`src/rtl/fpgc_dma_pkg.sv`:
```
// Shared definitions for the SDRAM line-copy DMA: register map, CTRL/STATUS
// bit positions and the copy FSM state type.
package fpgc_dma_pkg;

    localparam logic [1:0] REG_SRC   = 2'd0;
    localparam logic [1:0] REG_DST   = 2'd1;
    localparam logic [1:0] REG_COUNT = 2'd2;
    localparam logic [1:0] REG_CTRL  = 2'd3;

    localparam int CTRL_GO_BIT   = 0;
    localparam int CTRL_CLR_BIT  = 1;
    localparam int STAT_BUSY_BIT = 0;
    localparam int STAT_IRQ_BIT  = 1;

    // Two codes are unused; the FSM's default branch steers them back to IDLE.
    typedef enum logic [2:0] {
        ST_IDLE    = 3'd0,
        ST_RD_REQ  = 3'd1,
        ST_RD_WAIT = 3'd2,
        ST_WR_REQ  = 3'd3,
        ST_WR_WAIT = 3'd4,
        ST_FINISH  = 3'd5
    } dma_state_e;

endpackage

```
`src/rtl/sdram_line_copier_regs.sv`:
```
// CPU register front-end for sdram_line_copier: decodes accesses, acks them
// one cycle later with registered read data, and owns irq_pending.
module sdram_line_copier_regs
    import fpgc_dma_pkg::*;
#(
    parameter int LINE_ADDR_BITS = 21,
    parameter int CNT_BITS       = 16
) (
    input  logic                      clk,
    input  logic                      reset_n,
    input  logic                      reg_start,
    input  logic [1:0]                reg_addr,
    input  logic [31:0]               reg_data,
    input  logic                      reg_we,
    output logic [31:0]               reg_q,
    output logic                      reg_done,
    input  logic                      busy,
    input  logic                      finish,
    input  logic [LINE_ADDR_BITS-1:0] src,
    input  logic [LINE_ADDR_BITS-1:0] dst,
    input  logic [CNT_BITS-1:0]       count,
    output logic                      src_we,
    output logic                      dst_we,
    output logic                      count_we,
    output logic                      go,
    output logic                      irq_pending
);

    logic        wr_acc;
    logic        clr;
    logic [31:0] rd_data;
    logic        unused_wdata;

    assign wr_acc       = reg_start && reg_we;
    assign unused_wdata = ^reg_data[31:2];

    // Programming registers are frozen while a copy runs; the access is still acked.
    assign src_we   = wr_acc && !busy && (reg_addr == REG_SRC);
    assign dst_we   = wr_acc && !busy && (reg_addr == REG_DST);
    assign count_we = wr_acc && !busy && (reg_addr == REG_COUNT);
    assign go       = wr_acc && !busy && (reg_addr == REG_CTRL) && reg_data[CTRL_GO_BIT];
    assign clr      = wr_acc && (reg_addr == REG_CTRL) && reg_data[CTRL_CLR_BIT];

    always_comb begin
        rd_data = '0;
        case (reg_addr)
            REG_SRC:   rd_data = 32'(src);
            REG_DST:   rd_data = 32'(dst);
            REG_COUNT: rd_data = 32'(count);
            default: begin
                rd_data[STAT_IRQ_BIT]  = irq_pending;
                rd_data[STAT_BUSY_BIT] = busy;
            end
        endcase
    end

    always_ff @(posedge clk or negedge reset_n) begin
        if (!reset_n) begin
            reg_done    <= 1'b0;
            reg_q       <= '0;
            irq_pending <= 1'b0;
        end else begin
            reg_done <= reg_start;
            reg_q    <= (reg_start && !reg_we) ? rd_data : '0;
            // Completion outranks a clear landing in the same cycle.
            if (finish)
                irq_pending <= 1'b1;
            else if (clr)
                irq_pending <= 1'b0;
        end
    end

endmodule

```
`src/rtl/sdram_line_copier.sv`:
```
// DMA engine copying whole 256-bit lines SDRAM->SDRAM over the controller's
// cpu-side port; programmed through a start/done register port, raises irq.
module sdram_line_copier
    import fpgc_dma_pkg::*;
#(
    parameter int LINE_ADDR_BITS = 21,
    parameter int LINE_BITS      = 256,
    parameter int CNT_BITS       = 16
) (
    input  logic                      clk,
    input  logic                      reset_n,
    input  logic                      reg_start,
    input  logic [1:0]                reg_addr,
    input  logic [31:0]               reg_data,
    input  logic                      reg_we,
    output logic [31:0]               reg_q,
    output logic                      reg_done,
    output logic [LINE_ADDR_BITS-1:0] sdc_addr,
    output logic [LINE_BITS-1:0]      sdc_data,
    output logic                      sdc_we,
    output logic                      sdc_start,
    input  logic                      sdc_done,
    input  logic [LINE_BITS-1:0]      sdc_q,
    output logic                      irq
);

    dma_state_e                state_q, state_d;
    logic [LINE_ADDR_BITS-1:0] src_q, dst_q;
    logic [CNT_BITS-1:0]       cnt_q;
    logic [LINE_BITS-1:0]      line_buf;
    logic                      src_we, dst_we, count_we, go, irq_pending;
    logic                      busy, finish, sdc_ack, line_done, last_line;

    assign busy      = (state_q != ST_IDLE);
    assign finish    = (state_q == ST_FINISH);
    assign sdc_ack   = sdc_start && sdc_done;
    assign line_done = (state_q == ST_WR_WAIT) && sdc_ack;
    assign last_line = (cnt_q == CNT_BITS'(1));
    assign irq       = irq_pending;
    assign sdc_data  = sdc_we ? line_buf : '0;

    sdram_line_copier_regs #(
        .LINE_ADDR_BITS (LINE_ADDR_BITS),
        .CNT_BITS       (CNT_BITS)
    ) u_regs (
        .clk         (clk),
        .reset_n     (reset_n),
        .reg_start   (reg_start),
        .reg_addr    (reg_addr),
        .reg_data    (reg_data),
        .reg_we      (reg_we),
        .reg_q       (reg_q),
        .reg_done    (reg_done),
        .busy        (busy),
        .finish      (finish),
        .src         (src_q),
        .dst         (dst_q),
        .count       (cnt_q),
        .src_we      (src_we),
        .dst_we      (dst_we),
        .count_we    (count_we),
        .go          (go),
        .irq_pending (irq_pending)
    );

    // NOTE: sequential state uses non-blocking assignments so every flop samples pre-edge values.
    always_ff @(posedge clk or negedge reset_n) begin
        if (!reset_n)
            state_q <= ST_IDLE;
        else
            state_q <= state_d;
    end

    // NOTE: state_d gets its default first, so no path through the case can infer a latch.
    always_comb begin
        state_d = state_q;
        case (state_q)
            ST_IDLE:    if (go) state_d = (cnt_q == '0) ? ST_FINISH : ST_RD_REQ;
            ST_RD_REQ:  state_d = ST_RD_WAIT;
            ST_RD_WAIT: if (sdc_ack) state_d = ST_WR_REQ;
            ST_WR_REQ:  state_d = ST_WR_WAIT;
            ST_WR_WAIT: if (sdc_ack) state_d = last_line ? ST_FINISH : ST_RD_REQ;
            ST_FINISH:  state_d = ST_IDLE;
            default:    state_d = ST_IDLE;
        endcase
    end

    // Address counters wrap silently at 2^LINE_ADDR_BITS.
    always_ff @(posedge clk or negedge reset_n) begin
        if (!reset_n) begin
            src_q <= '0;
            dst_q <= '0;
            cnt_q <= '0;
        end else if (line_done) begin
            src_q <= src_q + 1'b1;
            dst_q <= dst_q + 1'b1;
            cnt_q <= cnt_q - 1'b1;
        end else begin
            if (src_we)   src_q <= reg_data[LINE_ADDR_BITS-1:0];
            if (dst_we)   dst_q <= reg_data[LINE_ADDR_BITS-1:0];
            if (count_we) cnt_q <= reg_data[CNT_BITS-1:0];
        end
    end

    // REQ states are the mandatory low-gap cycle; the request rises on leaving them.
    always_ff @(posedge clk or negedge reset_n) begin
        if (!reset_n) begin
            sdc_start <= 1'b0;
            sdc_we    <= 1'b0;
            sdc_addr  <= '0;
        end else begin
            case (state_q)
                ST_RD_REQ: begin
                    sdc_start <= 1'b1;
                    sdc_we    <= 1'b0;
                    sdc_addr  <= src_q;
                end
                ST_RD_WAIT: if (sdc_ack) sdc_start <= 1'b0;
                ST_WR_REQ: begin
                    sdc_start <= 1'b1;
                    sdc_we    <= 1'b1;
                    sdc_addr  <= dst_q;
                end
                ST_WR_WAIT: if (sdc_ack) begin
                    sdc_start <= 1'b0;
                    sdc_we    <= 1'b0;
                end
                default: ;
            endcase
        end
    end

    // NOTE: the line buffer is datapath storage with no reset; sdc_data masks it until a write is issued.
    always_ff @(posedge clk) begin
        if ((state_q == ST_RD_WAIT) && sdc_ack)
            line_buf <= sdc_q;
    end

endmodule
```
`config.mk`:
```
export PLATFORM = sky130hd
export DESIGN_NAME = sdram_line_copier
export DESIGN_NICKNAME = d
export VERILOG_FILES = /design/src/rtl/fpgc_dma_pkg.sv /design/src/rtl/sdram_line_copier_regs.sv /design/src/rtl/sdram_line_copier.sv
export SDC_FILE = /design/constraint.sdc
export NUM_CORES = 1
export LEC_CHECK = 0
export ABC_AREA = 1
export BUFFER_PORTS_ARGS = -buffer_cell sky130_fd_sc_hd__buf_2
export CORE_AREA = 2 2 235 237
export DETAILED_ROUTE_END_ITERATION = 7
export DIE_AREA = 0 0 237 239
export PLACE_DENSITY = 0.57
export SETUP_SLACK_MARGIN = 0.1
export SYNTH_ARGS = -nofsm -noshare
export SYNTH_HDL_FRONTEND = slang
export SYNTH_SLANG_ARGS = --single-unit
export TNS_END_PERCENT = 50
```
`constraint.sdc`:
```
create_clock -name clk -period 59.9 [get_ports clk]
set_clock_uncertainty 0.2 [all_clocks]
set_input_delay 2.995 -clock clk [delete_from_list [all_inputs] [get_ports clk]]
set_output_delay 2.995 -clock clk [all_outputs]
set_load 0.005 [all_outputs]
```
# Word level (Yosys, flattened, before mapping)
# Index checks and enable logic that the tools add are counted.
[word_totals] reg_bits=374 input_bits=295 output_inout_bits=313 elab_cells=80
[op_classes] n_addsub=3 n_eq_ne=13 mux=22 n_reduce_logical=31
[ops] operator="$mux W256" n=1
[ops] operator="$mux W21" n=5
[ops] operator="$pmux W19 S3" n=1
[ops] operator="$add A21 B1 Y21 const B" n=2
[ops] operator="$pmux W21 S2" n=1
[ops] operator="$mux W16" n=2
[ops] operator="$eq A16 B1 Y1 const B" n=1
[ops] operator="$logic_not A16 Y1" n=1
[ops] operator="$sub A16 B1 Y16 const B" n=1
[ops] operator="$mux W3" n=5
[ops] operator="$pmux W3 S5" n=1
[ops] operator="$logic_and A1 B1 Y1" n=13
[ops] operator="$reduce_bool A2 Y1" n=6
[ops] operator="$eq A3 B2 Y1 const B" n=2
[ops] operator="$eq A3 B3 Y1 const B" n=2
[ops] operator="$ne A2 B2 Y1 const B" n=3
[ops] operator="$pmux W2 S3" n=1
[ops] operator="$reduce_bool A3 Y1" n=2
[ops] operator="$eq A2 B2 Y1 const B" n=2
[ops] operator="$reduce_and A2 Y1" n=2
[ops] operator="$reduce_or A2 Y1" n=2
[ops] operator="$eq A3 B1 Y1 const B" n=1
[ops] operator="$logic_not A3 Y1" n=1
[ops] operator="$mux W1" n=3
[ops] operator="7 further kinds" n=8

# Logic depth before layout (Yosys ltp)
[logic_depth] ltp_word=7 ltp_mapped=11 mapped_depth_nobuf=10

# Modules after synthesis
# Synthesis repeated with hierarchy kept, for this count alone.
[unflattened] hier_cells=1732 area_unflattened_um2=16215.6
[modules_own_cells] mod="sdram_line_copier" n_inst=1 cells_per_inst=1552 area_per_inst_um2=14918.1 seq_area_each_um2=9789.4
[modules_own_cells] mod="sdram_line_copier_regs" n_inst=1 cells_per_inst=180 area_per_inst_um2=1297.5 seq_area_each_um2=575.6

# Worst setup path after synthesis
# No wires, ideal clock.
[synth_path] path_kind="input to register" start="input port sdc_done" end="register line_buf[0], enable pin" setup_ps=1186 t_arrival_ps=20478 t_required_ps=58514 path_slack_ps=38035 path_stages=2 cell_sequence="nand2_1 -> nor3_1"
[synth_between] elab_chain_cells=2
[synth_rtl] item="from (decl)" line_no="sdram_line_copier.sv:22" source="input logic sdc_done,"
[synth_rtl] item="$logic_and A1 B1 Y1" line_no="sdram_line_copier.sv:36" source="assign sdc_ack = sdc_start && sdc_done;"
[synth_rtl] item="$logic_and A1 B1 Y1" line_no="sdram_line_copier.sv:135" source="if ((state_q == ST_RD_WAIT) && sdc_ack)"
[synth_rtl] item="to (signal assigned)" line_no="sdram_line_copier.sv:136" source="line_buf <= sdc_q;"
[synth_rtl] item="to (decl)" line_no="sdram_line_copier.sv:30" source="logic [LINE_BITS-1:0] line_buf;"
# No other way between the ends.
# A chain may end at the register's enable or synchronous reset.

# Final worst setup path
[layout_path] start="register sdc_we" end="output port sdc_data[62]"
[layout_between] elab_chain_cells=1
[layout_rtl] item="from (decl)" line_no="sdram_line_copier.sv:20" source="output logic sdc_we,"
[layout_rtl] item="from (signal assigned)" line_no="sdram_line_copier.sv:109" source="sdc_we <= 1'b0;"
[layout_rtl] item="from (signal assigned)" line_no="sdram_line_copier.sv:115" source="sdc_we <= 1'b0;"
[layout_rtl] item="from (signal assigned)" line_no="sdram_line_copier.sv:121" source="sdc_we <= 1'b1;"
[layout_rtl] item="$mux W256" line_no="sdram_line_copier.sv:40" source="assign sdc_data = sdc_we ? line_buf : '0;"
[layout_rtl] item="to (decl)" line_no="sdram_line_copier.sv:19" source="output logic [LINE_BITS-1:0] sdc_data,"
# No other way between the ends.

==> flow_summary.json <==
{
  "status": "finished clean",
  "die_area_mm2": 0.0566,
  "vdd_drop_max_v": 0.0000200,
  "yosysSeqAreaShare_pct": 64.3,
  "worst-r2r-cell-count": 5,
  "htreeDepth": 2,
  "highest_layer": "met5",
  "rrSetupSlack_ns": 56.56,
  "yosysWarnings": 0,
  "place_congestion": 0.910,
  "cts_tree": "yes",
  "critPathCapture": "sdc_data[62]",
  "slew_headroom_pct": 27.1,
  "maxCapViolations": 0,
  "worst_pin_slew_ns": 1.09,
  "worst_setup_path_start_kind": "register",
  "wl_um": 66900,
  "grt_max_degree": 107,
  "dp_hpwl_um": 53600,
  "met1_length_um": 26400,
  "routed_via_density": 4.63,
  "ant_nets": 0,
  "io_pins": 608,
  "nNetsFinal": 2577,
  "p_leak_nw": 11.5,
  "clkLatencyLatePin_ns": 0.57,
  "core-area_mm2": 0.0543,
  "syn_to_final_growth_pct": 32.2,
  "layout-drive-gt1-share_pct": 29.9,
  "clock-sinks": 363,
  "initial_core_util_pct": 29.7,
  "finalInstanceArea_mm2": 0.0213,
  "drcViolationCount": 0,
  "die_h_um": 239,
  "die_x_um": 237,
  "p_sw_share_pct": 36.3,
  "setup_viol": 0,
  "nFillCells": 5549,
  "clkPwrFrac_pct": 30.6,
  "port-buffer-count": 585,
  "crit_path_max_fanout": 106,
  "rsz0062_at_grt": "false",
  "grt_pass1_vias": 13400,
  "powerDensity_mw_per_mm2": 45.1,
  "vias": 14100,
  "setup_tns_ns": 0,
  "slew_violations": 0,
  "post_cts_resized": 0,
  "r2r-start": "state_q[1]",
  "drt_pass1_iterations": 5,
  "pwr-share-seq_pct": 39.8,
  "finalCritPeriodShare_pct": 10.8,
  "startpoint": "sdc_we",
  "fmax_mhz": 154,
  "hold_class": "register to register",
  "wl_met3_um": 7960,
  "switching_power_mw": 0.348,
  "arrival_ns": 3.28,
  "placed_cell_area_mm2": 0.0197,
  "ys_seq_elements": 363,
  "required_ns": 56.70,
  "root_buffer": "clkbuf_16",
  "overflow": 0,
  "syn_area_per_cell_um2": 9.47,
  "grt_util_all_layers_pct": 22.9,
  "grt_pass1_wl_um": 92700,
  "drt_iter0_drc": 985,
  "ys_types": 42,
  "synth_area_mm2": 0.0161,
  "critPathKind": "register to primary output",
  "comb_power_share_pct": 29.6,
  "cts_setup_buffers": 0,
  "period_needed_ns": 6.48,
  "critPathCaptureType": "primary output",
  "hold_viol": 0,
  "holdBufCountCts": 0,
  "synthCells": 1702,
  "antenna_found_initial": 44,
  "dr_wl_met2_um": 30400,
  "r2r_end": "line_buf[211]",
  "cts.path.max_buffers": 3,
  "row_count": 86,
  "p_int_mw": 0.612,
  "clkTransAtPathRegs_ns": 0.06,
  "wire_per_inst_um": 22.1,
  "cts_buffers": 44
}
-- critical path: stages (launching register included) --
cell and delay, ns:
dfrtp_4 0.82, buf_4 0.89, nand2_1 0.52, inv_1 0.16, buf_2 0.13
-- per-stage QoR --
stage / utilization [%] / setup slack (ns) / hold slack, ns / std cells / power (mW)
2_1_floorplan: - / 38.04 / 0.282 / 1712 / 0.548
3_3_place_gp: 36.2 / 54.07 / 0.303 / 2936 / 0.669
3_5_place_dp: 36.2 / 54.03 / 0.313 / 2936 / 0.673
4_1_cts: 39.1 / 53.40 / 0.326 / 3017 / 0.971
5_1_grt: 39.2 / 53.20 / 0.379 / 3029 / 1.02
6_report: 39.2 / 53.42 / 0.329 / 3034 / 0.960
-- worst min-delay path by stage --
stage                     start          end  slack [ns]  depth (start not counted)
global placement       cnt_q[1]     cnt_q[1]        0.30                          2
CTS                    cnt_q[1]     cnt_q[1]        0.33                          2
floorplan              cnt_q[1]     cnt_q[1]        0.28                          2
finish                 cnt_q[1]     cnt_q[1]        0.33                          2
detailed placement     cnt_q[1]     cnt_q[1]        0.31                          2
global route        sdc_addr[7]  sdc_addr[7]        0.38                          2
-- state kept, by name, summed over array words and instances (netlist names), 3 cells and up --
name          count
line_buf        256
state_q           3
u_regs.reg_q     21
sdc_addr         21
cnt_q            16
src_q            21
dst_q            21
-- Yosys cell counts --
cell type | instances | area, µm²
o221ai_1 | 12 | 105
buf_6 | 5 | 56.3
inv_2 | 4 | 15.0
nand3_1 | 53 | 265
nand2_4 | 1 | 11.3
a22o_1 | 1 | 8.76
buf_4 | 16 | 120
nand4_1 | 12 | 75.1
o21bai_1 | 3 | 22.5
conb_1 | 1 | 3.75
nand3b_1 | 2 | 15.0
nor3b_1 | 1 | 7.51
inv_1 | 358 | 1340
buf_2 | 14 | 70.1
a31oi_1 | 31 | 194
nor2_8 | 1 | 20.0
a21o_1 | 1 | 7.51
xor2_1 | 8 | 70.1
nand2_1 | 508 | 1910
nor3_4 | 1 | 16.3
a22oi_1 | 2 | 15.0
a21oi_2 | 1 | 8.76
or2_2 | 2 | 12.5
o21ai_0 | 46 | 230
dfrtp_1 | 107 | 2680
clkbuf_1 | 39 | 146
a21oi_1 | 30 | 150
edfxtp_1 | 256 | 7690
ha_1 | 4 | 50.1
o21ai_1 | 5 | 25.0
o211ai_1 | 8 | 60.1
buf_1 | 1 | 3.75
nor2_4 | 3 | 33.8
a221oi_1 | 1 | 8.76
o2111ai_1 | 1 | 8.76
nand2_2 | 4 | 25.0
nor2_2 | 3 | 18.8
o22ai_1 | 11 | 68.8
nor2_1 | 137 | 514
clkbuf_2 | 1 | 5.00
clkinv_4 | 1 | 8.76
nor3_1 | 6 | 30.0
-- cell usage in the layout (no fill, tap or decap), drive strengths merged --
cell type	netlist	routed
nor3b	1	1
buf	36	596
a31oi	31	31
clkinv	1	15
o22ai	11	11
a221oi	1	1
a21o	1	1
ha	4	4
nor3	7	7
edfxtp	256	256
dfrtp	107	107
nand2	513	513
xor2	8	8
clkbuf	40	57
nor2	144	144
diode	0	17
a21oi	31	31
nand3	53	53
nand3b	2	2
nand4	12	12
conb	1	11
o211ai	8	8
or2	2	2
o21ai	51	51
inv	362	362
o221ai	12	12
o2111ai	1	1
clkinvlp	0	1
a22o	1	1
bufinv	0	9
a22oi	2	2
o21bai	3	3
-- power by group through the flow --
stage	combinational, mW	clock [mW]	sequential [mW]
floorplan	0.161	0	0.386
global placement	0.284	0	0.385
detailed placement	0.286	0	0.387
CTS	0.287	0.302	0.382
global route	0.318	0.312	0.390
finish	0.284	0.294	0.383
-- per-layer routing --
layer / track usage (%) / up-vias
met2: 35.1 / 617
met4: 8.90 / 28
li1: - / 6476
met1: 28.0 / 6805
met3: 10.6 / 127
met5: 0 / -
-- logic make-up (layout without fill, tap and decap cells) --
| kind of cell | count (synthesis) | after routing | share of synthesized area [%] |
|---|---|---|---|
| buffers and inverters | 439 | 1040 | 11.0 |
| other | 1 | 28 | 0.0233 |
| AND/OR/NAND/NOR | 734 | 734 | 18.3 |
| AO/OA/AOI/OAI | 153 | 153 | 5.67 |
| XOR/XNOR | 8 | 8 | 0.435 |
| flip-flops | 363 | 363 | 64.3 |
| adder cells (fa/ha/maj) | 4 | 4 | 0.310 |
-- cell type report --
cell class,count,area (µm²),share of cell area [%]
diodes,17,42.5,0.200
clock inverters,24,368,1.73
repair buffers,596,3010,14.1
inverters,363,1370,6.42
flip-flops and latches,363,10400,48.7
multi-input cells,910,4040,18.9
well taps,704,881,4.13
clock buffers,57,1230,5.78
No activity file was read; power rests on OpenSTA's default activity.
